===== src/rtl/mem_access_unit_pkg.sv =====
// Shared definitions for the MEM-stage load/store unit: op codes, FSM states,
// byte-enable constants and lane helpers used by both the top and load_lane_ext.
package mem_access_unit_pkg;

    typedef enum logic [2:0] {
        OP_LW  = 3'd0,
        OP_LH  = 3'd1,
        OP_LHU = 3'd2,
        OP_LB  = 3'd3,
        OP_LBU = 3'd4,
        OP_SW  = 3'd5,
        OP_SH  = 3'd6,
        OP_SB  = 3'd7
    } op_e;

    typedef enum logic [1:0] {
        S_IDLE  = 2'd0,
        S_ISSUE = 2'd1,
        S_WAIT  = 2'd2,
        S_RESP  = 2'd3
    } state_e;

    localparam logic [3:0] BE_WORD = 4'b1111;
    localparam logic [3:0] BE_HALF = 4'b0011;
    localparam logic [3:0] BE_BYTE = 4'b0001;

    function automatic logic is_store(op_e op);
        return (op == OP_SW) || (op == OP_SH) || (op == OP_SB);
    endfunction

    function automatic logic is_word(op_e op);
        return (op == OP_LW) || (op == OP_SW);
    endfunction

    function automatic logic is_half(op_e op);
        return (op == OP_LH) || (op == OP_LHU) || (op == OP_SH);
    endfunction

    function automatic logic misaligned(op_e op, logic [1:0] a);
        if (is_word(op)) return a != 2'b00;
        if (is_half(op)) return a[0];
        return 1'b0;
    endfunction

    // Lane actually used: low bits below the access size are dropped.
    function automatic logic [1:0] eff_lane(op_e op, logic [1:0] a);
        if (is_word(op)) return 2'b00;
        if (is_half(op)) return {a[1], 1'b0};
        return a;
    endfunction

    function automatic logic [3:0] lane_be(op_e op, logic [1:0] lane);
        if (is_word(op)) return BE_WORD;
        if (is_half(op)) return BE_HALF << lane;
        return BE_BYTE << lane;
    endfunction

    function automatic logic [31:0] lane_data(op_e op, logic [31:0] w);
        if (is_word(op)) return w;
        if (is_half(op)) return {2{w[15:0]}};
        return {4{w[7:0]}};
    endfunction

endpackage


===== src/rtl/mem_access_unit_load_lane_ext.sv =====
// Picks the addressed byte/half lane out of a returned word and sign- or
// zero-extends it to 32 bits according to the load op.
module load_lane_ext
    import mem_access_unit_pkg::*;
(
    input  logic [31:0] rdata,
    input  logic [1:0]  addr,
    input  logic [2:0]  op,
    output logic [31:0] data
);

    logic [7:0]  byte_sel;
    logic [15:0] half_sel;

    always_comb begin
        byte_sel = rdata[7:0];
        case (addr)
            2'd1:    byte_sel = rdata[15:8];
            2'd2:    byte_sel = rdata[23:16];
            2'd3:    byte_sel = rdata[31:24];
            default: byte_sel = rdata[7:0];
        endcase
        half_sel = addr[1] ? rdata[31:16] : rdata[15:0];
    end

    always_comb begin
        data = rdata;
        case (op_e'(op))
            OP_LB:   data = {{24{byte_sel[7]}}, byte_sel};
            OP_LBU:  data = {24'h0, byte_sel};
            OP_LH:   data = {{16{half_sel[15]}}, half_sel};
            OP_LHU:  data = {16'h0, half_sel};
            default: data = rdata;
        endcase
    end

endmodule


===== src/rtl/mem_access_unit.sv =====
// MEM-stage load/store engine: one outstanding request, byte-lane store packing,
// lane-extracting loads and a wait timeout. Define MISALIGN_TRAP_EN to trap
// misaligned half/word accesses instead of silently aligning them.
module mem_access_unit
    import mem_access_unit_pkg::*;
#(
    parameter int ADDR_W      = 32,
    parameter int MEM_LAT_MAX = 15
) (
    input  logic              clk,
    input  logic              reset,
    input  logic              req_valid,
    output logic              req_ready,
    input  logic [2:0]        req_op,
    input  logic [ADDR_W-1:0] req_addr,
    input  logic [31:0]       req_wdata,
    input  logic [4:0]        req_rd,
    output logic              mem_valid,
    input  logic              mem_ready,
    output logic              mem_we,
    output logic [ADDR_W-1:0] mem_addr,
    output logic [3:0]        mem_be,
    output logic [31:0]       mem_wdata,
    input  logic              mem_rvalid,
    input  logic [31:0]       mem_rdata,
    output logic              rsp_valid,
    output logic [31:0]       rsp_data,
    output logic [4:0]        rsp_rd,
    output logic              rsp_err
);

    localparam int CNT_W = $clog2(MEM_LAT_MAX + 1);

    state_e            state_q, state_d;
    op_e               op_q;
    logic [ADDR_W-1:0] addr_q;
    logic [1:0]        lane_q;
    logic [3:0]        be_q;
    logic [31:0]       wd_q;
    logic [4:0]        rd_q;
    logic [31:0]       data_q;
    logic              err_q;
    logic [CNT_W-1:0]  cnt_q;
    logic [31:0]       ext_data;
    logic              trap, accept, capture, timeout;
    op_e               op_in;
    logic [1:0]        lane_in;

    assign op_in   = op_e'(req_op);
    assign lane_in = eff_lane(op_in, req_addr[1:0]);

`ifdef MISALIGN_TRAP_EN
    assign trap = misaligned(op_in, req_addr[1:0]);
`else
    assign trap = 1'b0;
`endif

    load_lane_ext u_ext (
        .rdata (mem_rdata),
        .addr  (lane_q),
        .op    (op_q),
        .data  (ext_data)
    );

    always_ff @(posedge clk or negedge reset) begin
        if (!reset) state_q <= S_IDLE;
        else        state_q <= state_d;
    end

    always_comb begin
        state_d = state_q;
        accept  = 1'b0;
        capture = 1'b0;
        timeout = 1'b0;
        case (state_q)
            S_IDLE: if (req_valid) begin
                accept  = 1'b1;
                state_d = trap ? S_RESP : S_ISSUE;
            end
            S_ISSUE: if (mem_ready) state_d = is_store(op_q) ? S_RESP : S_WAIT;
            S_WAIT: begin
                // Data arriving on the limit cycle still counts as a hit.
                if (mem_rvalid) begin
                    capture = 1'b1;
                    state_d = S_RESP;
                end else if (cnt_q == CNT_W'(MEM_LAT_MAX - 1)) begin
                    timeout = 1'b1;
                    state_d = S_RESP;
                end
            end
            S_RESP:  state_d = S_IDLE;
            default: state_d = S_IDLE;
        endcase
    end

    always_ff @(posedge clk or negedge reset) begin
        if (!reset) begin
            op_q   <= OP_LW;
            addr_q <= '0;
            lane_q <= 2'b00;
            be_q   <= 4'b0000;
            wd_q   <= 32'h0;
            rd_q   <= 5'd0;
            data_q <= 32'h0;
            err_q  <= 1'b0;
            cnt_q  <= '0;
        end else begin
            if (accept) begin
                op_q   <= op_in;
                addr_q <= {req_addr[ADDR_W-1:2], 2'b00};
                lane_q <= lane_in;
                be_q   <= lane_be(op_in, lane_in);
                wd_q   <= lane_data(op_in, req_wdata);
                rd_q   <= req_rd;
                data_q <= 32'h0;
                err_q  <= trap;
                cnt_q  <= '0;
            end
            if (state_q == S_WAIT) cnt_q <= cnt_q + CNT_W'(1);
            if (capture) begin
                data_q <= ext_data;
                err_q  <= 1'b0;
            end
            if (timeout) begin
                data_q <= 32'h0;
                err_q  <= 1'b1;
            end
        end
    end

    assign req_ready = (state_q == S_IDLE);
    assign mem_valid = (state_q == S_ISSUE);
    assign mem_we    = (state_q == S_ISSUE) && is_store(op_q);
    assign mem_addr  = addr_q;
    assign mem_be    = be_q;
    assign mem_wdata = wd_q;
    assign rsp_valid = (state_q == S_RESP);
    assign rsp_data  = data_q;
    assign rsp_rd    = rd_q;
    assign rsp_err   = err_q;

endmodule


===== config.mk =====
export PLATFORM = sky130hd
export DESIGN_NAME = mem_access_unit
export DESIGN_NICKNAME = d
export VERILOG_FILES = /design/src/rtl/mem_access_unit_pkg.sv /design/src/rtl/mem_access_unit_load_lane_ext.sv /design/src/rtl/mem_access_unit.sv
export SDC_FILE = /design/constraint.sdc
export NUM_CORES = 1
export LEC_CHECK = 0
export ABC_CLOCK_PERIOD_IN_PS = 1750
export CAP_MARGIN = 15
export CORE_ASPECT_RATIO = 0.5
export CORE_MARGIN = 2
export CORE_UTILIZATION = 57
export DETAILED_ROUTE_END_ITERATION = 7
export DONT_BUFFER_PORTS = 1
export PLACE_DENSITY = 0.73
export SLEW_MARGIN = 40
export SYNTH_ARGS = -nofsm -noshare
export SYNTH_HDL_FRONTEND = slang
export SYNTH_SLANG_ARGS = --single-unit

===== constraint.sdc =====
create_clock -name clk -period 1.75 [get_ports clk]
set_input_delay 0.35 -clock clk [delete_from_list [all_inputs] [get_ports clk]]
set_output_delay 0.35 -clock clk [all_outputs]
set_load 0.02 [all_outputs]

==> PnR_summary.wiki, run 1 <==
{| class="wikitable"
! Metric !! Value
|-
| Hold Path Class || in -> async
|-
| Count of yosys warnings during synthesis || 0
|-
| CTS tree || built
|-
| Setup slack, reg-to-reg || 0.07 ns
|-
| Antenna fix cells || 0
|-
| Final design utilization || 70.2%
|-
| First-pass GRT wire length || 23,600 microns
|-
| Cells traversed along the worst timing path || buf_6 -> or2_4 -> and3_4
|-
| Number of ports placed on the die boundary || approximately 220
|-
| Syn_area_per_cell || 8.74 sq um
|-
| Die width || roughly 140 microns
|-
| Number of distinct library cells after synthesis || 45
|-
| Post-route clock period utilization || between 90 and 100%
|-
| Max-cap violation count || 0
|-
| Final Hold Vio Count || 115
|-
| Gate family responsible for the most delay along the worst path || simple AND/OR/NAND/NOR gates
|-
| Pre-Repair DR Iteration Count || 5
|-
| Number of synthesized register bits || approximately 120
|-
| Total Wirelength || 15,400 microns
|-
| Number of buffers inserted during clock tree synthesis || 17
|-
| Total power per unit cell area || 2130 nW/um^2
|-
| Multiplexer share of the synthesized area || around 3.6%
|-
| DRC violation count after routing || 0
|-
| Global-route congestion overflow total || 0
|-
| Area share of xor/xnor cells in the synthesized design || 0.627%
|-
| Setup clock skew after layout || 0.00813 ns
|-
| Worst Max-Slew Pin Slew || 0.618 ns
|-
| Proportion of synthesized chip area in sequential cells || 51.5%
|-
| Worst Reg2Reg Path Length in Cells || 4
|-
| Global placer's final weighted congestion || approximately 0.82
|-
| Worst hold slack across all endpoints || -0.370 ns
|-
| Crit path kind || reg -> out
|-
| Die Footprint || around 11,000 sq um
|-
| Total negative setup slack || 0 ns
|-
| Post-route standard cell area excluding fillers || between 6000 and 7000 sq um
|-
| Clock tree root buffer cell || clkbuf_16
|-
| Via/cell ratio || slightly below 6
|-
| Origin of the critical flop-to-flop path || lane_q[1]
|-
| Worst slew margin relative to its limit || between 50% and 60%
|-
| Antenna violations before repair || 0
|-
| Arrival time of data at the critical path endpoint || approximately 1.4 ns
|-
| Total Power || between 10 and 15 mW
|-
| Leakage power || ~3.2 nW
|-
| Placeable Area || 9480 sq um
|-
| Top achievable clock speed || ~580 MHz
|-
| Area of the mapped netlist || 5590 sq um
|-
| Post-place instance area || between 5000 and 6000 sq um
|-
| Number of filler instances in the final layout || 750
|-
| Clock net sink count || about 120
|-
| Worst r2r dst || rsp_data[9]
|-
| I/O Buffers || 0
|-
| Gate count after technology mapping || roughly 640
|-
| Fraction of the mapped netlist area in adder cells || 1.34%
|-
| Simple-gate share of the synthesized area || approximately 21%
|-
| Area used by sequential logic in the layout || roughly 2900 sq um
|-
| Clock network latency to the later pin of the worst-skew pair || about 0.42 ns
|-
| Worst EP required || about 1.4 ns
|-
| Relative area change from synthesis to final layout || 19.1%
|-
| Compound-cell area share of the yosys netlist || between 10% and 20%
|-
| HPWL after DPL || about 10,000 microns
|-
| Layout cells sized above 1 || between 10% and 20%
|-
| Worst supply voltage drop on vdd || about 980 uV
|-
| Worst Path Buf+Inv || 1
|-
| EDFF count, synth || 0
|-
| Final count of pins violating max slew || 0
|-
| Clock input transition at the sequential cells of the worst setup and hold paths || around 0.060 ns
|-
| Worst-case setup margin in the final layout || about 0.035 ns
|-
| Top FF cell, synth || dfrtp_1
|-
| Deepest clock path buffer count || 2
|-
| Largest fanout on the critical path || 2
|-
| Height of the die || 74.0 microns
|-
| Placement Setup Slack || approximately 0.0005 ns
|-
| Status || complete, but fails checks
|-
| Global-route usage over all layers || about 29%
|-
| Starting utilization of the core area || 58.9%
|-
| Sort of element at the end of the critical path || output port
|-
| Final layout net count || about 760
|-
| Maximum number of pins on one net before global-route repair || approximately 120
|-
| Remaining number of nets flagged by the antenna check after routing || 0
|-
| Wire length per cell || 19.4 microns
|-
| Routed vias || 4,653
|-
| Slowest cell on the critical path || dfrtp_1
|-
| RSZ-0062 raised after global routing || yes
|-
| Deepest level of the CTS H-tree || 4
|-
| Via count of the first global-routing pass || 4,503
|-
| Violations in the final reports || negative hold slack
|-
| Minimum clock period after layout || between 1.5 and 2 ns
|-
| Launching element type of the critical path || flip-flop
|-
| Combinational family with the most area after synthesis || simple AND/OR/NAND/NOR gates
|-
| Area of combinational cells with multiple inputs || ~2600 sq um
|-
| Fraction of registers with async set/reset || between 90% and 100%
|-
| Longest individual stage delay on the worst path || between 0.3 and 0.4 ns
|-
| Rows || 25
|-
| Total of endpoints with negative setup slack in the final report || 0
|-
| Iteration-0 DRC count of the detailed router || just under 400
|}
[cell usage after synthesis (2+ instances only)]
| master | n | area, sq um |
|---|---|---|
| buf_4 | 2 | 15.0 |
| nor3_1 | 2 | 10.0 |
| or2_2 | 2 | 12.5 |
| mux2_2 | 8 | 90.1 |
| nand2_1 | 220 | 826 |
| and3_1 | 11 | 68.8 |
| mux2i_1 | 9 | 90.1 |
| a21o_1 | 7 | 52.6 |
| a31oi_1 | 12 | 75.1 |
| nor2b_1 | 2 | 12.5 |
| or3b_2 | 3 | 26.3 |
| buf_1 | 3 | 11.3 |
| o31ai_1 | 2 | 15.0 |
| and2_1 | 3 | 18.8 |
| o221ai_1 | 9 | 78.8 |
| nor2_1 | 32 | 120 |
| ha_1 | 6 | 75.1 |
| inv_1 | 16 | 60.1 |
| a211oi_1 | 8 | 60.1 |
| o211ai_1 | 7 | 52.6 |
| a22o_1 | 13 | 114 |
| buf_6 | 2 | 22.5 |
| xor2_1 | 2 | 17.5 |
| xnor2_1 | 2 | 17.5 |
| clkbuf_1 | 37 | 139 |
| a22oi_1 | 15 | 113 |
| nand3_1 | 3 | 15.0 |
| o21ai_0 | 62 | 310 |
| dfrtp_1 | 115 | 2880 |
| a21oi_1 | 9 | 45.0 |
[cells by family after synthesis]
family / Yosys count
simple gates: 283
compound gates: 151
flops: 115
buf+inv: 61
mux: 18
fa+ha+maj: 6
xor+xnor: 4
other cells: 1
[what timing repair did]
item / 4_1_cts / 5_1_grt
endpoints found under the hold margin: 115 / 115
pin swaps: 0 / 1
gates cloned: 1 / 0
buffers inserted: 4 / 2
endpoints found under the setup margin: 1 / 33
resized for setup: 7 / 18
[routing by layer]
layer / vias to the layer above / global-route usage [%] / share of wire (%)
met5: - / 0 / 0
met4: 0 / 13.9 / 2.7
met3: 36 / 11.6 / 10
met2: 217 / 47.8 / 49
met1: 2212 / 35.2 / 39
li1: 2188 / - / -
[layout make-up]
class	count	area share [%]
clock inverters	14	3.03
flip-flops and latches	115	43.3
repair buffers	33	5.21
clock buffers	18	6.60
well taps	135	2.54
inverters	16	0.903
multi-input cells	464	38.4
[worst max path at each step]
stage | start | to | slack (ns) | cells after the start
final | op_q[1] | mem_we | 0.04 | 3
after global routing | lane_q[1] | rsp_data[20] | -0.007 | 5
after CTS | op_q[0] | rsp_data[0] | -0.02 | 5
after detailed placement | req_op[1] | mem_wdata[11] | 0.0005 | 4
after global placement | req_op[1] | mem_wdata[12] | 0.09 | 4
after floorplan | lane_q[1] | rsp_data[22] | -0.008 | 6
[cell usage in the layout, fill, tap and decap left out, types with 4 or more instances in the layout]
cell	synthesis	routed
a21oi_1	9	8
o221ai_1	9	8
bufinv_16	0	4
a22o_1	13	13
mux2_2	8	8
a31oi_1	12	12
a22oi_1	15	12
o21ai_0	62	59
and3_1	11	10
buf_12	0	5
o211ai_1	7	7
mux2i_1	9	8
dfrtp_1	115	114
buf_4	2	24
inv_1	16	14
a21o_1	7	7
nand2_1	220	219
nor2_1	32	31
clkinv_4	0	4
a211oi_1	8	8
clkbuf_16	0	17
[sequential cells by signal (all words and copies together), names as in the netlist]
register / count
state_q: 2
rsp_data: 32
mem_be: 4
op_q: 3
rsp_rd: 5
mem_addr: 30
lane_q: 2
mem_wdata: 32
rsp_err: 1
cnt_q: 4
[per-stage QoR]
stage	hold slack, ns	cells
floorplan	0.0544	640
global placement	0.0570	757
detailed placement	0.0568	757
CTS	-0.383	794
global route	-0.391	795
finish	-0.370	795
[power breakdown]
group	internal (mW)	switching [mW]	total, mW	leakage [nW]
Combinational	1.90	2.43	4.33	1.45
Clock	2.44	1.30	3.74	0.307
Sequential	3.85	2.26	6.11	1.45
(Power assumes the default switching activity.)
==> inputs of run 2 (changes only) <==
- CORE_UTILIZATION: 57 -> 40
- DONT_BUFFER_PORTS: 1 -> unset
- PLACE_DENSITY: 0.73 -> 0.75
==> PnR_summary.wiki, run 2 (synthesized netlist as in run 1, its figures left out) <==
{| class="wikitable"
! Metric !! Value
|-
| Total Wirelength || roughly 19,000 microns
|-
| Die Footprint || between 10,000 and 15,000 sq um
|-
| DRC violation count after routing || 0
|-
| Arrival time of data at the critical path endpoint || around 1.4 ns
|-
| Global placer's final weighted congestion || between 0.9 and 1
|-
| Total power per unit cell area || ~1800 nW/um^2
|-
| Portion of total power attributed to the clock network || 23.8%
|-
| Routed met3 length || roughly 1300 microns
|-
| First-pass GRT wire length || around 29,000 microns
|-
| Slowest cell on the critical path || dfrtp_1
|-
| Global-route usage over all layers || 24.5%
|-
| Pre-Repair DR Iteration Count || 6
|-
| Rows || 30
|-
| Commonest cells after routing, fill and taps aside || nand2_1 (218), clkdlybuf4s50_1 (131), dfrtp_1 (115)
|-
| Final count of pins violating max slew || 0
|-
| Worst supply voltage drop on vdd || about 690 uV
|-
| Antenna fix cells || 0
|-
| Post-route clock period utilization || 99.0%
|-
| Fraction of power spent switching nets || 38.5%
|-
| Critical path startpoint || op_q[1]
|-
| Number of buffers inserted during clock tree synthesis || 17
|-
| Hold Path Class || in -> async
|-
| Internal || about 10 mW
|-
| Maximum number of pins on one net before global-route repair || 49
|-
| Wire length per cell || between 15 and 20 microns
|-
| Post-place instance area || 8390 sq um
|-
| Setup slack, reg-to-reg || roughly 0.080 ns
|-
| CTS tree || built
|-
| Routed vias || roughly 5,600
|-
| Met1 layer wirelength in the final routing || between 7000 and 8000 microns
|-
| Worst EP required || around 1.4 ns
|-
| HPWL after DPL || between 10,000 and 15,000 microns
|-
| Number of ports placed on the die boundary || between 200 and 250
|-
| Total of endpoints with negative setup slack in the final report || 0
|-
| Leakage power || slightly above 5 nW
|-
| Worst Path Buf+Inv || 1
|-
| Cell Count Post-Placement || approximately 1,100
|-
| Origin of the critical flop-to-flop path || cnt_q[0]
|-
| Longest individual stage delay on the worst path || between 0.3 and 0.4 ns
|-
| Total negative setup slack || 0 ns
|-
| Met2 layer wire length in the routed design || just over 9000 microns
|-
| Fin cells || 1,102
|-
| Starting utilization of the core area || a little over 40%
|-
| Clock input transition at the sequential cells of the worst setup and hold paths || roughly 0.060 ns
|-
| Final layout net count || about 1,000
|-
| Logic pwr share || approximately half
|-
| Post-route standard cell area excluding fillers || between 9000 and 10,000 sq um
|-
| Launching element type of the critical path || flip-flop
|-
| Remaining number of nets flagged by the antenna check after routing || 0
|-
| Largest fanout on the critical path || 2
|-
| Crit path kind || reg -> out
|-
| Clock tree root buffer cell || clkbuf_16
|-
| Max-cap violation count || 0
|-
| Minimum clock period after layout || ~1.7 ns
|-
| Placeable Area || roughly 14,000 sq um
|-
| Switching power || ~6.4 mW
|-
| Relative area change from synthesis to final layout || 66.7%
|-
| Clock network latency to the later pin of the worst-skew pair || about 0.40 ns
|-
| Height of the die || just under 90 microns
|-
| Deepest level of the CTS H-tree || 4
|-
| Placement Setup Slack || -0.418 ns
|-
| Setup clock skew after layout || 0.00615 ns
|-
| Via/cell ratio || just over 5
|-
| Antenna violations before repair || 0
|-
| Max Used Layer || met4
|-
| Final Hold Vio Count || 0
|-
| RSZ-0062 raised after global routing || yes
|-
| Die width || between 150 and 200 microns
|-
| Gate family responsible for the most delay along the worst path || simple AND/OR/NAND/NOR gates
|-
| Cells traversed along the worst timing path || or2_4 -> and3_4 -> buf_4
|-
| Top achievable clock speed || 577 MHz
|-
| Portion of total power attributed to sequential cells || 27.4%
|-
| Deepest clock path buffer count || 2
|-
| Status || finished clean
|-
| Layout cells sized above 1 || about 15%
|-
| Leading cell type in the layout, fill and taps excluded || nand2_1
|-
| I/O Buffers || about 220
|-
| Worst-case setup margin in the final layout || 0.0176 ns
|-
| Via count of the first global-routing pass || 5,583
|-
| Clock net sink count || 115
|-
| Iteration-0 DRC count of the detailed router || roughly 400
|-
| Global-route congestion overflow total || 0
|-
| Final design utilization || 68.5%
|-
| Sort of element at the end of the critical path || output port
|}
[run 2: metrics by stage]
stage	hold WS [ns]	power [mW]
4_1_cts	0.395	16.6
6_report	0.412	16.6
5_1_grt	0.428	17.6
3_5_place_dp	0.287	12.7
3_3_place_gp	0.282	12.4
2_1_floorplan	0.0544	8.81
[run 2: path summary, 6_finish.rpt]
check                                 to  cells after the start
setup / recovery                  mem_we                      3
hold / removal              mem_wdata[6]                      2
setup reg to reg              state_q[0]                      6
hold reg to reg             mem_addr[17]                      2
max in group asynchronous  mem_wdata[14]                      3
min in group clk            mem_addr[17]                      2
[run 2: power by group through the flow]
stage	sequential [mW]	clock (mW)	combinational (mW)
after floorplan	5.80	0	3.01
after global placement	4.53	0	7.92
after detailed placement	4.58	0	8.08
after CTS	4.57	4.00	8.08
after global routing	4.70	4.12	8.77
final	4.55	3.94	8.09
[run 2: area by class of cell]
class | instances | area, sq um
fillers | 1045 | 4280
multi-input cells | 464 | 2560
repair buffers | 284 | 2900
inverters | 16 | 60.1
clock buffers | 23 | 498
flip-flops and latches | 115 | 2880
well taps | 192 | 240
clock inverters | 8 | 171
[run 2: layer usage]
layer  vias to the layer above  global-route usage [%]
li1                       2690                       -
met1                      2701                    30.8
met2                       213                    41.1
met3                        41                    5.96
met4                         0                    10.7
met5                         -                       0
[run 2: what timing repair did]
action	CTS	global route
gates resized for setup	31	86
endpoints found under the hold margin	22	0
setup buffers	0	2
hold buffers	1	0
pin swaps	0	3
setup endpoints to repair	24	111
